**config.mk**
```make
export PLATFORM = sky130hd
export DESIGN_NAME = inst_fetch_queue_flat
export DESIGN_NICKNAME = d
export VERILOG_FILES = /design/src/rtl/inst_fetch_queue_if.sv /design/src/rtl/inst_fetch_queue.sv /design/src/flat_wrapper.sv
export SDC_FILE = /design/constraint.sdc
export NUM_CORES = 1
export LEC_CHECK = 0
export ABC_AREA = 1
export BUFFER_PORTS_ARGS = -buffer_cell sky130_fd_sc_hd__buf_4
export CAP_MARGIN = 20
export CORE_ASPECT_RATIO = 1.25
export CORE_MARGIN = 4
export CORE_UTILIZATION = 35
export CTS_CLUSTER_DIAMETER = 120
export DETAILED_ROUTE_END_ITERATION = 6
export PLACE_DENSITY_LB_ADDON = 0.05
export SETUP_SLACK_MARGIN = 0.3
export SLEW_MARGIN = 40
export SYNTH_ARGS = -nofsm -noshare
export SYNTH_HDL_FRONTEND = slang
export SYNTH_SLANG_ARGS = --single-unit
```
**constraint.sdc**
```tcl
create_clock -name clk -period 7.27 [get_ports clk]
set_input_delay 2.181 -clock clk [delete_from_list [all_inputs] [get_ports clk]]
set_output_delay 2.181 -clock clk [all_outputs]
set_load 0.01 [all_outputs]
```
**src/rtl/inst_fetch_queue_if.sv**
```systemverilog
// Fetch-side bus: instruction memory read port, decode redirect and IF/ID handshake.
// The fetch queue is master; memory and decode sit on the slave side.
interface inst_fetch_queue_if #(
    parameter int ADDR_W = 16
);
    logic              mem_req;
    logic [ADDR_W-1:0] mem_addr;
    logic [31:0]       mem_rdata;
    logic              redirect;
    logic [ADDR_W-1:0] redirect_pc;
    logic              inst_valid;
    logic [31:0]       inst;
    logic [ADDR_W-1:0] inst_pc;
    logic              inst_ready;

    modport master (
        output mem_req, mem_addr, inst_valid, inst, inst_pc,
        input  mem_rdata, redirect, redirect_pc, inst_ready
    );

    modport slave (
        input  mem_req, mem_addr, inst_valid, inst, inst_pc,
        output mem_rdata, redirect, redirect_pc, inst_ready
    );
endinterface

```
**src/rtl/inst_fetch_queue.sv**
```systemverilog
// Instruction fetch front end: one outstanding read to a 1-cycle memory,
// {inst, pc} FIFO toward IF/ID, and flush/refetch on branch redirect.
module inst_fetch_queue #(
    parameter int ADDR_W = 16,
    parameter int DEPTH  = 4
) (
    input  logic clk,
    input  logic rst,
    inst_fetch_queue_if.master bus
);
    localparam int PTR_W = $clog2(DEPTH);
    localparam int CNT_W = PTR_W + 1;

    logic [ADDR_W-1:0] fetch_pc_q, fetch_pc_d;
    logic [PTR_W-1:0]  head_q, head_d, tail_q, tail_d;
    logic [CNT_W-1:0]  count_q, count_d;
    logic              inflight_q, inflight_d;
    logic [ADDR_W-1:0] inflight_pc_q, inflight_pc_d;
    logic [31:0]       inst_q [DEPTH];
    logic [ADDR_W-1:0] pc_q   [DEPTH];

    logic [CNT_W:0] occupancy;
    logic           issue, push, pop;

    // Slots already promised to the outstanding read count as used; a pop in
    // the same cycle is ignored so the credit check stays one comparator.
    assign occupancy = {1'b0, count_q} + {{CNT_W{1'b0}}, inflight_q};
    assign issue     = !rst && !bus.redirect && (occupancy < (CNT_W+1)'(DEPTH));
    assign push      = inflight_q && !bus.redirect;
    assign pop       = (count_q != '0) && bus.inst_ready && !bus.redirect;

    assign bus.mem_req    = issue;
    assign bus.mem_addr   = fetch_pc_q;
    assign bus.inst_valid = (count_q != '0);
    assign bus.inst       = inst_q[head_q];
    assign bus.inst_pc    = pc_q[head_q];

    always_comb begin
        fetch_pc_d    = fetch_pc_q;
        head_d        = head_q;
        tail_d        = tail_q;
        count_d       = count_q;
        inflight_d    = issue;
        inflight_pc_d = inflight_pc_q;

        if (bus.redirect) begin
            fetch_pc_d = bus.redirect_pc;
            head_d     = '0;
            tail_d     = '0;
            count_d    = '0;
        end else begin
            if (issue) begin
                fetch_pc_d    = fetch_pc_q + 1'b1;
                inflight_pc_d = fetch_pc_q;
            end
            if (push) tail_d = tail_q + 1'b1;
            if (pop)  head_d = head_q + 1'b1;
            case ({push, pop})
                2'b10:   count_d = count_q + 1'b1;
                2'b01:   count_d = count_q - 1'b1;
                default: count_d = count_q;
            endcase
        end
    end

    always_ff @(posedge clk) begin
        if (rst) begin
            fetch_pc_q    <= '0;
            head_q        <= '0;
            tail_q        <= '0;
            count_q       <= '0;
            inflight_q    <= 1'b0;
            inflight_pc_q <= '0;
        end else begin
            fetch_pc_q    <= fetch_pc_d;
            head_q        <= head_d;
            tail_q        <= tail_d;
            count_q       <= count_d;
            inflight_q    <= inflight_d;
            inflight_pc_q <= inflight_pc_d;
        end
    end

    // Storage is cleared on reset so the head reads as zero until first push.
    always_ff @(posedge clk) begin
        if (rst) begin
            for (int i = 0; i < DEPTH; i++) begin
                inst_q[i] <= '0;
                pc_q[i]   <= '0;
            end
        end else if (push) begin
            inst_q[tail_q] <= bus.mem_rdata;
            pc_q[tail_q]   <= inflight_pc_q;
        end
    end
endmodule

```
**src/flat_wrapper.sv**
```systemverilog
// flat-port wrapper written by rule: the top's interface ports become plain ports
module inst_fetch_queue_flat 
#(
    parameter int ADDR_W = 16,
    parameter int DEPTH  = 4
)
  (clk, rst, bus_mem_req, bus_mem_addr, bus_inst_valid, bus_inst, bus_inst_pc, bus_mem_rdata, bus_redirect, bus_redirect_pc, bus_inst_ready);
  inst_fetch_queue_if #(.ADDR_W(ADDR_W)) bus_i ();
  input  logic clk;
  input  logic rst;
  output wire logic [$bits(bus_i.mem_req)-1:0] bus_mem_req;
  output wire logic [$bits(bus_i.mem_addr)-1:0] bus_mem_addr;
  output wire logic [$bits(bus_i.inst_valid)-1:0] bus_inst_valid;
  output wire logic [$bits(bus_i.inst)-1:0] bus_inst;
  output wire logic [$bits(bus_i.inst_pc)-1:0] bus_inst_pc;
  input wire logic [$bits(bus_i.mem_rdata)-1:0] bus_mem_rdata;
  input wire logic [$bits(bus_i.redirect)-1:0] bus_redirect;
  input wire logic [$bits(bus_i.redirect_pc)-1:0] bus_redirect_pc;
  input wire logic [$bits(bus_i.inst_ready)-1:0] bus_inst_ready;
  assign bus_mem_req = bus_i.mem_req;
  assign bus_mem_addr = bus_i.mem_addr;
  assign bus_inst_valid = bus_i.inst_valid;
  assign bus_inst = bus_i.inst;
  assign bus_inst_pc = bus_i.inst_pc;
  assign bus_i.mem_rdata = bus_mem_rdata;
  assign bus_i.redirect = bus_redirect;
  assign bus_i.redirect_pc = bus_redirect_pc;
  assign bus_i.inst_ready = bus_inst_ready;
  inst_fetch_queue #(.ADDR_W(ADDR_W), .DEPTH(DEPTH)) u_core (.clk(clk), .rst(rst), .bus(bus_i));
endmodule
```
**Word-level counts from Yosys, hierarchy flattened**

Memory sizes are Yosys's and may differ from the RTL's. A register that Yosys moved wholly into a read port is not among the register bits.
Cells that the tools add are included.

- Bits in registers: 40
- Bits in writable memories: 192
- Input port bits: 52
- Output and inout bits: 66
- Memories kept: 2

- Add/sub/neg operators: 6
- $lt $le $gt $ge: 1
- Equal/unequal tests: 2
- Mux-type cells: 18
- Bitwise operators: 1
- Reductions and logical operators: 14

Memories:

| memory | words | width | read ports | clocked after memory_dff | wr ports | RTL line | RTL |
|---|---|---|---|---|---|---|---|
| u_core.inst_q | 4 | 32 | 1 | 1 | 4 | inst_fetch_queue.sv:19 | `logic [31:0] inst_q [DEPTH];` |
| u_core.pc_q | 4 | 16 | 1 | 1 | 4 | inst_fetch_queue.sv:20 | `logic [ADDR_W-1:0] pc_q [DEPTH];` |

Operator list:

| operator | number |
|---|---|
| $mux W16 | 3 |
| $mux W32 | 1 |
| $reduce_or A32 Y1 | 1 |
| $add A16 B1 Y16 const B | 1 |
| $reduce_or A16 Y1 | 1 |
| $mux W2 | 6 |
| $mux W1 | 7 |
| $pmux W3 S2 | 1 |
| $logic_and A1 B1 Y1 | 5 |
| $add A2 B1 Y2 const B | 2 |
| $add A3 B1 Y4 | 1 |
| $lt A4 B3 Y1 const B | 1 |
| $reduce_bool A2 Y1 | 2 |
| $add A3 B1 Y3 const B | 1 |
| $reduce_bool A3 Y1 | 1 |
| $sub A3 B1 Y3 const B | 1 |
| $eq A2 B1 Y1 const B | 1 |
| $eq A2 B2 Y1 const B | 1 |
| $logic_not A1 Y1 | 2 |
| $reduce_and A2 Y1 | 1 |
| $reduce_or A2 Y1 | 1 |
| $not A1 Y1 | 1 |

**Longest topological paths before layout**

Gate-level depths: netlist of the first run.

- Depth after elaboration: 7
- Depth in mapped cells: 11
- Gate-level depth less buffers: 11

**Worst setup path after synthesis of the first run**

Ideal clock, no wire load.

- Kind: in2reg
- Start: in bus_redirect
- End: mem u_core.inst_q[3][0], enable pin
- Setup time: 525 ps
- Arrival: 6,099 ps
- Data required time: 6,745 ps
- Setup slack: 645 ps
- Cell stages on the path: 4
- Buffers on the path: 1
- Cell sequence: buf_6 -> nor2_1 -> inv_1 -> o31ai_1

RTL lines:

| what | RTL line | RTL |
|---|---|---|
| start: declaration | flat_wrapper.sv:17 | `input wire logic [$bits(bus_i.redirect)-1:0] bus_redirect;` |
| end: declaration | inst_fetch_queue.sv:19 |  |

**Final worst setup path of the first run**

- Start: in bus_redirect
- End: out bus_mem_req

- Longest elaborated chain between the ends: 3

Ends and longest elaborated chain:

| what | RTL line | RTL |
|---|---|---|
| $logic_not A1 Y1 | inst_fetch_queue.sv:28 | `assign issue = !rst && !bus.redirect && (occupancy < (CNT_W+1)'(DEPTH));` |
| $logic_and A1 B1 Y1 (2 in series) | inst_fetch_queue.sv:28 |  |
| end: declaration | flat_wrapper.sv:11 | `output wire logic [$bits(bus_i.mem_req)-1:0] bus_mem_req;` |

Every way passes these cells.

==> results of run 1 <==
[state kept, by name, summed over array words and instances (netlist names), named ones only]
| signal | cells |
|---|---|
| u_core.bus.mem_addr | 16 |
| u_core.count_q | 3 |
| u_core.head_q | 2 |
| u_core.inflight_pc_q | 16 |
| u_core.inflight_q | 1 |
| u_core.inst_q | 128 |
| u_core.pc_q | 64 |
| u_core.tail_q | 2 |
[final cells by class]
| type | count | area share (%) |
|---|---|---|
| flip-flops and latches | 234 | 53.1 |
| multi-input cells | 628 | 24.4 |
| repair buffers | 132 | 8.22 |
| well taps | 396 | 3.98 |
| clock buffers | 32 | 5.31 |
| clock inverters | 12 | 0.663 |
| inverters | 144 | 4.37 |
[per-stage QoR]
stage / setup slack [ps] / util [%] / hold WS, ps
6_report: 1980 / 42.5 / 456
5_1_grt: 1900 / 42.5 / 513
4_1_cts: 1960 / 42.5 / 459
3_5_place_dp: 1970 / 39.9 / 448
3_3_place_gp: 1980 / 39.7 / 456
2_1_floorplan: 645 / - / 436
[Yosys cell counts]
cell / count / area, sq um
buf_2: 7 / 35.0
clkbuf_2: 1 / 5.00
edfxtp_1: 192 / 5770
nand4_1: 4 / 25.0
inv_2: 10 / 37.5
nand3_1: 24 / 120
xor2_1: 2 / 17.5
nor2_1: 285 / 1070
inv_1: 134 / 503
o21ai_1: 3 / 15.0
o31ai_1: 1 / 7.51
a31oi_1: 1 / 6.26
o21ai_0: 129 / 646
dfxtp_1: 42 / 841
xnor2_1: 2 / 17.5
buf_6: 2 / 22.5
buf_8: 2 / 30.0
fa_1: 1 / 20.0
clkbuf_1: 48 / 180
a21oi_1: 37 / 185
a22oi_1: 2 / 15.0
nor2_8: 1 / 20.0
nand3_2: 1 / 10.0
nand2_1: 62 / 233
nor2_4: 21 / 236
buf_4: 1 / 7.51
o22ai_1: 48 / 300
o211ai_1: 1 / 7.51
nor2_2: 1 / 6.26
ha_1: 2 / 25.0
buf_1: 1 / 3.75
[power by group]
group	internal [W]	total, W	leakage (nW)	switching (W)
Clock	0.000674	0.00118	0.363	0.000507
Combinational	0.0000781	0.000209	2.05	0.000131
Sequential	0.00150	0.00153	2.33	0.0000236
Total	0.00226	0.00292	4.74	0.000662
[how the worst min path moves through the flow]
stage / end
after CTS: flop
final: flop
after global placement: flop
after floorplan: flop
after detailed placement: flop
after global routing: u_core.inflight_pc_q[13]
[kinds of logic after synthesis]
family / share of synthesized area (%)
adder cells (fa/ha/maj): 0.433
AO/OA/AOI/OAI: 11.4
XOR/XNOR: 0.336
AND/OR/NAND/NOR: 16.5
buffers and inverters: 7.92
flip-flops: 63.4
[worst register-to-register path: cells and delay by family, from the launching register on]
family | cells | cell delay [ps]
buffers and inverters | 3 | 860
AO/OA/AOI/OAI | 1 | 630
flip-flops | 1 | 360
AND/OR/NAND/NOR | 1 | 150
[cell usage in the layout (no fill, tap or decap), types with 5 or more instances in the layout]
| cell | Yosys | layout |
|---|---|---|
| nor2_1 | 285 | 285 |
| edfxtp_1 | 192 | 192 |
| inv_1 | 134 | 132 |
| buf_4 | 1 | 130 |
| o21ai_0 | 129 | 127 |
| nand2_1 | 62 | 59 |
| o22ai_1 | 48 | 48 |
| dfxtp_1 | 42 | 40 |
| a21oi_1 | 37 | 37 |
| clkbuf_16 | 0 | 25 |
| nand3_1 | 24 | 23 |
| nor2_4 | 21 | 21 |
| inv_2 | 10 | 9 |
| clkinv_2 | 0 | 6 |
| clkbuf_1 | 48 | 6 |
| clkinv_1 | 0 | 5 |
[routing by layer]
metal	vias to the layer above	routed length, microns	GRT usage [%]
li1	3736	-	-
met1	3588	11500	20.9
met2	174	14000	29.7
met3	37	1340	2.44
met4	0	498	3.51
met5	-	0	0
==> results.json, run 1 <==
{
  "hold_violations": 0,
  "cp_common_cell": "buf_4",
  "fin_crit_ps": 5290,
  "grt_pass1_vias": 7744,
  "max_cap_violations": 0,
  "grt_util_all_layers_pct": 16.5,
  "fill_cells": 2942,
  "clk_latency_ps": 510,
  "syn_area_sq_mm": 0.0104,
  "slowest_stage": "inv_2",
  "fmax_ghz": 0.189,
  "synth_nets": 1123,
  "end_kind": "primary output",
  "post_cts_buffers": 0,
  "drt-total-wl_mm": 27.3,
  "gr-total-overflow": 0,
  "cp-start-kind": "primary input",
  "slew_headroom_pct": 46.0,
  "cts_buffer_depth": 3,
  "min_path_cells": 2,
  "slew_viol_final": 0,
  "areaGrowthSynthToFinish_pct": 19.6,
  "path_clk_slew_ps": 50,
  "fin_area_sq_mm": 0.0125,
  "port_buffers": 117,
  "cp.arrival_ps": 3110,
  "hold_path.startpoint": "u_core.head_q[1]",
  "cpLargestDelayFamily": "buffers and inverters",
  "yosysSeqAreaShare_pct": 63.4,
  "vias_per_cell": 4.78,
  "clock-sinks": 234,
  "reg2reg_slack_ps": 4880,
  "final_cells": 1578,
  "vias": 7535,
  "core_area_sq_mm": 0.0293,
  "cp-endpoint": "bus_mem_req",
  "drt-initial-drc-count": 355,
  "die_w_microns": 162,
  "reg2regPathDepth": 5,
  "drive_gt1_share_pct": 17.8,
  "rows": 70,
  "grt_pass1_wl_mm": 42.9,
  "root_buffer": "clkbuf_16",
  "drc": 0,
  "syn_inst": 1068,
  "cts_hold_buf": 0,
  "die_h_microns": 201,
  "cpPeakStageDelay_ps": 250,
  "wl_per_cell_microns": 17.3,
  "worst-path-buf-inv": 3,
  "globalplace.congestion": 0.801,
  "p_per_area_mw_per_mm2": 234,
  "grt_max_degree": 56,
  "avgSynthCellArea_sq_um": 9.75,
  "cp.depth": 5,
  "htree_levels": 1,
  "dr.pass1.iters": 4,
  "cellLeakagePower_nw": 4.74,
  "setup_viol": 0,
  "cts.repair.resized": 0,
  "path_cells": "buf_4 > nor2_8 > nand3_2 > inv_2 > buf_4",
  "r2r-end": "u_core.inst_q[1][13]",
  "synth_seq_cells": 234,
  "ys_types": 31,
  "tritoncts": "done",
  "outcome": "completed",
  "die-area_sq_mm": 0.0326,
  "dpl-instance-area_sq_mm": 0.0117,
  "io_pins": 118,
  "nNetsFinal": 1220,
  "dp_hpwl_mm": 15.5,
  "tightestPinTransition_ps": 810,
  "seqCellArea_sq_mm": 0.00661,
  "num_antenna_cells": 0,
  "crit_type": "in -> out",
  "r2r-start": "u_core.inflight_q",
  "ant_nets": 0,
  "finalClockSkew_ps": 14.8,
  "dp.cells": 1534,
  "fin_total_pwr_w": 0.00292,
  "required_ps": 5090,
  "peakVddDrop_uv": 147,
  "cts_made_buffers": 25,
  "antenna_found_initial": 0,
  "tns_ps": 0,
  "rsz0062_at_grt": "false",
  "startpoint": "bus_redirect",
  "multi_input_area_sq_mm": 0.00304,
  "crit_fanout": 19,
  "post-route-period-util_pct": 72.8,
  "ys_warn_count": 0,
  "initial_utilization_pct": 35.5,
  "holdCritPathClass": "reg -> reg"
}
Power figures use the tool's default switching activity.
==> run 2: changes to the inputs <==
==> constraint.sdc (replaced) <==
create_clock -name clk -period 5.4 [get_ports clk]
set_input_delay 1.62 -clock clk [delete_from_list [all_inputs] [get_ports clk]]
set_output_delay 1.62 -clock clk [all_outputs]
set_load 0.01 [all_outputs]
==> run 2 against run 1 <==
Compared with the run above: clock skew rose by 2.0 ps; combinational power rose by 34%; sequential share of layout area fell by 0.052 points; first-iteration DRC count rose by 11%; largest cell class unchanged.
==> results.json, run 2 (synthesis gave the netlist of run 1 again) <==
{
  "rows": 70,
  "holdCritPathClass": "reg -> reg",
  "rsz0062_at_grt": "false",
  "num_antenna_cells": 0,
  "vias_per_cell": 4.85,
  "reg_top3": "u_core.inst_q x128, u_core.pc_q x64",
  "largest_register_ffs": 128,
  "outcome": "completed",
  "areaGrowthSynthToFinish_pct": 19.7,
  "cts.repair.resized": 0,
  "required_ps": 3780,
  "setup_viol": 0,
  "die_h_microns": 201,
  "finalClockSkew_ps": 16.8,
  "cellLeakagePower_nw": 4.75,
  "nNetsFinal": 1225,
  "cp.arrival_ps": 2560,
  "io_pins": 118,
  "antenna_found_initial": 0,
  "vias": 7690,
  "hold_violations": 0,
  "holdWs_ps": 458,
  "mostFrequentLayoutCells": "285 x nor2_1, 192 x edfxtp_1, 135 x buf_4",
  "core_area_sq_mm": 0.0293,
  "path_clk_slew_ps": 60,
  "cpLargestDelayFamily": "buffers and inverters",
  "grt_pass1_vias": 7866,
  "initial_utilization_pct": 35.5,
  "cts_made_buffers": 25,
  "crit_type": "in -> out",
  "dp_hpwl_mm": 15.9,
  "grt_util_all_layers_pct": 16.6,
  "wl_per_cell_microns": 17.5,
  "fmax_ghz": 0.239,
  "slew_headroom_pct": 51.1,
  "peakVddDrop_uv": 159,
  "tritoncts": "done",
  "fin_area_sq_mm": 0.0125,
  "slowest_stage": "inv_2",
  "globalplace.congestion": 0.794,
  "htree_levels": 1,
  "cp-start-kind": "primary input",
  "max_cap_violations": 0,
  "cts_hold_buf": 0,
  "p_per_area_mw_per_mm2": 314,
  "port_buffers": 117,
  "dpl-instance-area_sq_mm": 0.0117,
  "ant_nets": 0,
  "die_w_microns": 162,
  "gr-total-overflow": 0,
  "path_cells": "buf_4 > nor2_8 > nand3_2 > inv_2 > buf_4",
  "drt-total-wl_mm": 27.7,
  "drive_gt1_share_pct": 17.8,
  "dr.pass1.iters": 4,
  "fin_crit_ps": 4180,
  "end_kind": "primary output",
  "cpPeakStageDelay_ps": 260,
  "grt_pass1_wl_mm": 43.2,
  "worst-path-buf-inv": 3,
  "tightestPinTransition_ps": 732,
  "cp_common_cell": "buf_4",
  "post_cts_buffers": 0,
  "slew_viol_final": 0,
  "root_buffer": "clkbuf_16",
  "clock-sinks": 234,
  "post-route-period-util_pct": 77.4,
  "grt_max_degree": 97,
  "die-area_sq_mm": 0.0326,
  "drc": 0,
  "drt-initial-drc-count": 394,
  "final_common_cell": "nor2_1",
  "cts_buffer_depth": 3,
  "max_flop_register": "u_core.inst_q",
  "utilization_pct": 42.5,
  "clk_latency_ps": 520,
  "crit_fanout": 19
}
[run 2: cell types whose count changed in the layout (fill, tap and decap cells not counted), sizes merged]
cell | previous run | this run
buf | 132 | 137
bufinv | 1 | 0
clkbuf | 32 | 40
clkinv | 11 | 5
clkinvlp | 2 | 1
inv | 142 | 143
[run 2: cell type report]
type | count | area (sq um)
inverter | 144 | 542
fill | 2927 | 16900
timing repair buffer | 137 | 1040
sequential | 234 | 6610
multi-input combinational | 628 | 3040
tap | 396 | 495
clock buffer | 40 | 712
clock inverter | 5 | 23.8
[run 2: where the power goes]
part	internal [W]	switching [W]	leakage (nW)
Combinational	0.000104	0.000178	2.07
Sequential	0.00203	0.0000322	2.33
Clock	0.000897	0.000673	0.353
[run 2: stage by stage]
stage	cells	setup WS, ps	power [W]	setup TNS [ps]
after floorplan	1068	-487	0.00224	-46720
after global placement	1538	1230	0.00238	0
after detailed placement	1538	1230	0.00238	0
after CTS	1583	1230	0.00396	0
after global routing	1584	1150	0.00406	0
final	1584	1220	0.00391	0
[run 2: worst min-delay path, delay by kind of cell, from the launching register on]
family,cells,cell delay (ps)
AO/OA/AOI/OAI,1,70
buffers and inverters,1,50
flip-flops,1,300
[run 2: path summary, 6_finish.rpt]
| check | slack (ps) | endpoint | start | cells after the start |
|---|---|---|---|---|
| worst max-delay path | 1220 | bus_mem_req | bus_redirect | 5 |
| worst min-delay path | 460 | flop | u_core.head_q[1] | 2 |
| worst min register to register | 460 | flop | u_core.head_q[1] | 2 |
| worst max register to register | 3140 | u_core.inst_q[2][19] | u_core.inflight_q | 5 |
[run 2: per-layer routing]
layer	vias up	routed length, microns	GRT usage, %
met2	173	14000	29.7
li1	3757	-	-
met5	-	0	0
met3	33	1250	2.38
met4	0	492	3.72
met1	3727	11900	21.4
==> run 3: changes to the inputs <==
--- a/config.mk
+++ b/config.mk
@@ -5,7 +5,7 @@
 export SDC_FILE = /design/constraint.sdc
 export NUM_CORES = 1
 export LEC_CHECK = 0
-export ABC_AREA = 1
+export ABC_AREA = 0
 export BUFFER_PORTS_ARGS = -buffer_cell sky130_fd_sc_hd__buf_4
 export CAP_MARGIN = 20
 export CORE_ASPECT_RATIO = 1.25
==> constraint.sdc (replaced) <==
create_clock -name clk -period 3.48 [get_ports clk]
set_input_delay 1.044 -clock clk [delete_from_list [all_inputs] [get_ports clk]]
set_output_delay 1.044 -clock clk [all_outputs]
set_load 0.01 [all_outputs]
==> run 3 against run 2 <==
Compared with the run above: sequential share of layout area increased by 0.47 points; critical path depth unchanged; hold slack improved by 27 ps; die area decreased by 2.3%.
==> results.json, run 3 <==
{
  "largest_register_ffs": 128,
  "globalplace.congestion": 0.856,
  "synth_mux_area_share_pct": 11.0,
  "synth_nets": 765,
  "die-area_sq_mm": 0.0318,
  "htree_levels": 1,
  "cts.repair.resized": 0,
  "core_area_sq_mm": 0.0285,
  "cts_made_buffers": 25,
  "drive_gt1_share_pct": 28.1,
  "grt_util_all_layers_pct": 15.6,
  "nNetsFinal": 881,
  "dr.pass1.iters": 4,
  "synth_area_leaders": "edfxtp_1 57%, mux4_2 11%, and2_1 9.0%",
  "gr-total-overflow": 0,
  "ys_warn_count": 0,
  "reg_top3": "u_core.inst_q x128, u_core.pc_q x64",
  "vias": 6245,
  "worstHoldEndpoint": "u_core.inflight_pc_q[7]",
  "tns_ps": 0,
  "clock-sinks": 234,
  "tritoncts": "done",
  "synth-xor-area-share_pct": 0.603,
  "finalClockSkew_ps": 6.33,
  "fmax_ghz": 0.327,
  "yosys.area_share.simple_pct": 17.1,
  "ant_nets": 0,
  "synthFlopType": "edfxtp_1",
  "num_antenna_cells": 0,
  "synth_top_family_by_area": "simple AND/OR/NAND/NOR gates",
  "synthAdderAreaFrac_pct": 0.443,
  "slew_viol_final": 0,
  "vias_per_cell": 5.21,
  "post-route-period-util_pct": 88.0,
  "root_buffer": "clkbuf_16",
  "die_h_microns": 198,
  "p_per_area_mw_per_mm2": 497,
  "synth_edf_count": 192,
  "cts_buffer_depth": 3,
  "final_common_cell": "edfxtp_1",
  "dpl-instance-area_sq_mm": 0.0115,
  "outcome": "completed",
  "r2r-end": "u_core.count_q[2]",
  "drc": 0,
  "crit_fanout": 16,
  "drt-initial-drc-count": 290,
  "initial_utilization_pct": 35.7,
  "path_clk_slew_ps": 60,
  "cellLeakagePower_nw": 4.68,
  "fin_crit_ps": 3060,
  "post_cts_buffers": 2,
  "synth_top_cell_area_share_pct": 56.7,
  "fin_area_sq_mm": 0.0124,
  "synth_seq_cells": 234,
  "max_cap_violations": 0,
  "crit_type": "in -> out",
  "dp_hpwl_mm": 14.3,
  "wl_per_cell_microns": 20.7,
  "async_reset_ff_share_pct": 0,
  "syn_inst": 710,
  "ys_types": 47,
  "setup_viol": 0,
  "synth_top_cell_by_area": "edfxtp_1",
  "antenna_found_initial": 0,
  "areaGrowthSynthToFinish_pct": 21.6,
  "clk_latency_ps": 510,
  "hold_path.startpoint": "u_core.inflight_pc_q[7]",
  "synth-compound-area-share_pct": 3.46,
  "avgSynthCellArea_sq_um": 14.3,
  "rsz0062_at_grt": "false",
  "min_path_cells": 2,
  "rows": 69,
  "grt_max_degree": 97,
  "layout_setup_ws_ps": 419,
  "end_kind": "primary output",
  "cts_hold_buf": 0,
  "r2r-start": "u_core.count_q[2]",
  "drt-total-wl_mm": 24.9,
  "die_w_microns": 160,
  "required_ps": 2440,
  "cp-start-kind": "primary input",
  "hold_violations": 0,
  "reg2regPathDepth": 8,
  "synthTopCellsByCount": "192 x edfxtp_1, 146 x and2_1, 51 x and3_1",
  "mostFrequentLayoutCells": "192 x edfxtp_1, 146 x and2_1, 132 x buf_4",
  "grt_pass1_vias": 6824,
  "io_pins": 118,
  "max_flop_register": "u_core.inst_q",
  "syn_area_sq_mm": 0.0102,
  "post-place-ws_ps": 412,
  "port_buffers": 117,
  "synth_most_common_cell": "edfxtp_1",
  "grt_pass1_wl_mm": 39.0,
  "tightestPinTransition_ps": 443,
  "cp.arrival_ps": 2020,
  "reg2reg_slack_ps": 1310,
  "peakVddDrop_uv": 276,
  "holdCritPathClass": "reg -> reg",
  "slew_headroom_pct": 70.5,
  "yosysSeqAreaShare_pct": 65.0
}
==> run 3: cell families after synthesis <==
kind of cell             count (synthesis)
adder cells (fa/ha/maj)                  3
XOR/XNOR                                 7
multiplexers                            51
AND/OR/NAND/NOR                        302
buffers and inverters                   61
flip-flops                             234
AO/OA/AOI/OAI                           52
==> run 3: power by group <==
part	total, W	internal [W]	leakage (nW)	switching (W)
Clock	0.00257	0.00153	0.386	0.00103
Sequential	0.00319	0.00314	2.32	0.0000559
Combinational	0.000383	0.000175	1.97	0.000208
==> run 3: area by class of cell <==
cell class | count | area (sq um)
fillers | 2639 | 16100
flip-flops and latches | 234 | 6610
multi-input cells | 415 | 3330
repair buffers | 139 | 1130
clock buffers | 36 | 697
well taps | 355 | 444
clock inverters | 9 | 95.1
inverters | 11 | 43.8
==> run 3: worst max path at each step <==
stage / slack (ps) / to / startpoint / cells after the start
2_1_floorplan: 300 / bus_mem_req / bus_redirect / 6
3_3_place_gp: 420 / bus_mem_req / bus_redirect / 5
3_5_place_dp: 410 / bus_mem_req / bus_redirect / 5
4_1_cts: 410 / bus_mem_req / bus_redirect / 5
5_1_grt: 370 / bus_mem_req / bus_redirect / 5
6_report: 420 / bus_mem_req / bus_redirect / 5
==> run 3: critical path, cell delays in order <==
cell   delay (ps)
buf_4         170
or2_1         240
or3_1         370
inv_4          70
buf_4         110
==> run 3: metal layers <==
metal / global-route usage, % / wire length (microns) / share of wire (%) / vias to the layer above
li1: - / - / - / 2885
met1: 19.5 / 10400 / 42 / 3162
met2: 28.5 / 12800 / 52 / 163
met3: 2.59 / 1130 / 4.6 / 35
met4: 3.67 / 444 / 1.8 / 0
met5: 0 / 0 / 0 / -
==> run 3: metrics by stage <==
stage / util, % / power [W] / cells / hold slack [ps]
final: 43.4 / 0.00614 / 1199 / 485
after global routing: 43.4 / 0.00638 / 1199 / 524
after CTS: 43.4 / 0.00623 / 1199 / 491
after detailed placement: 40.5 / 0.00365 / 1152 / 482
after global placement: 40.5 / 0.00364 / 1152 / 470
after floorplan: - / 0.00342 / 710 / 457
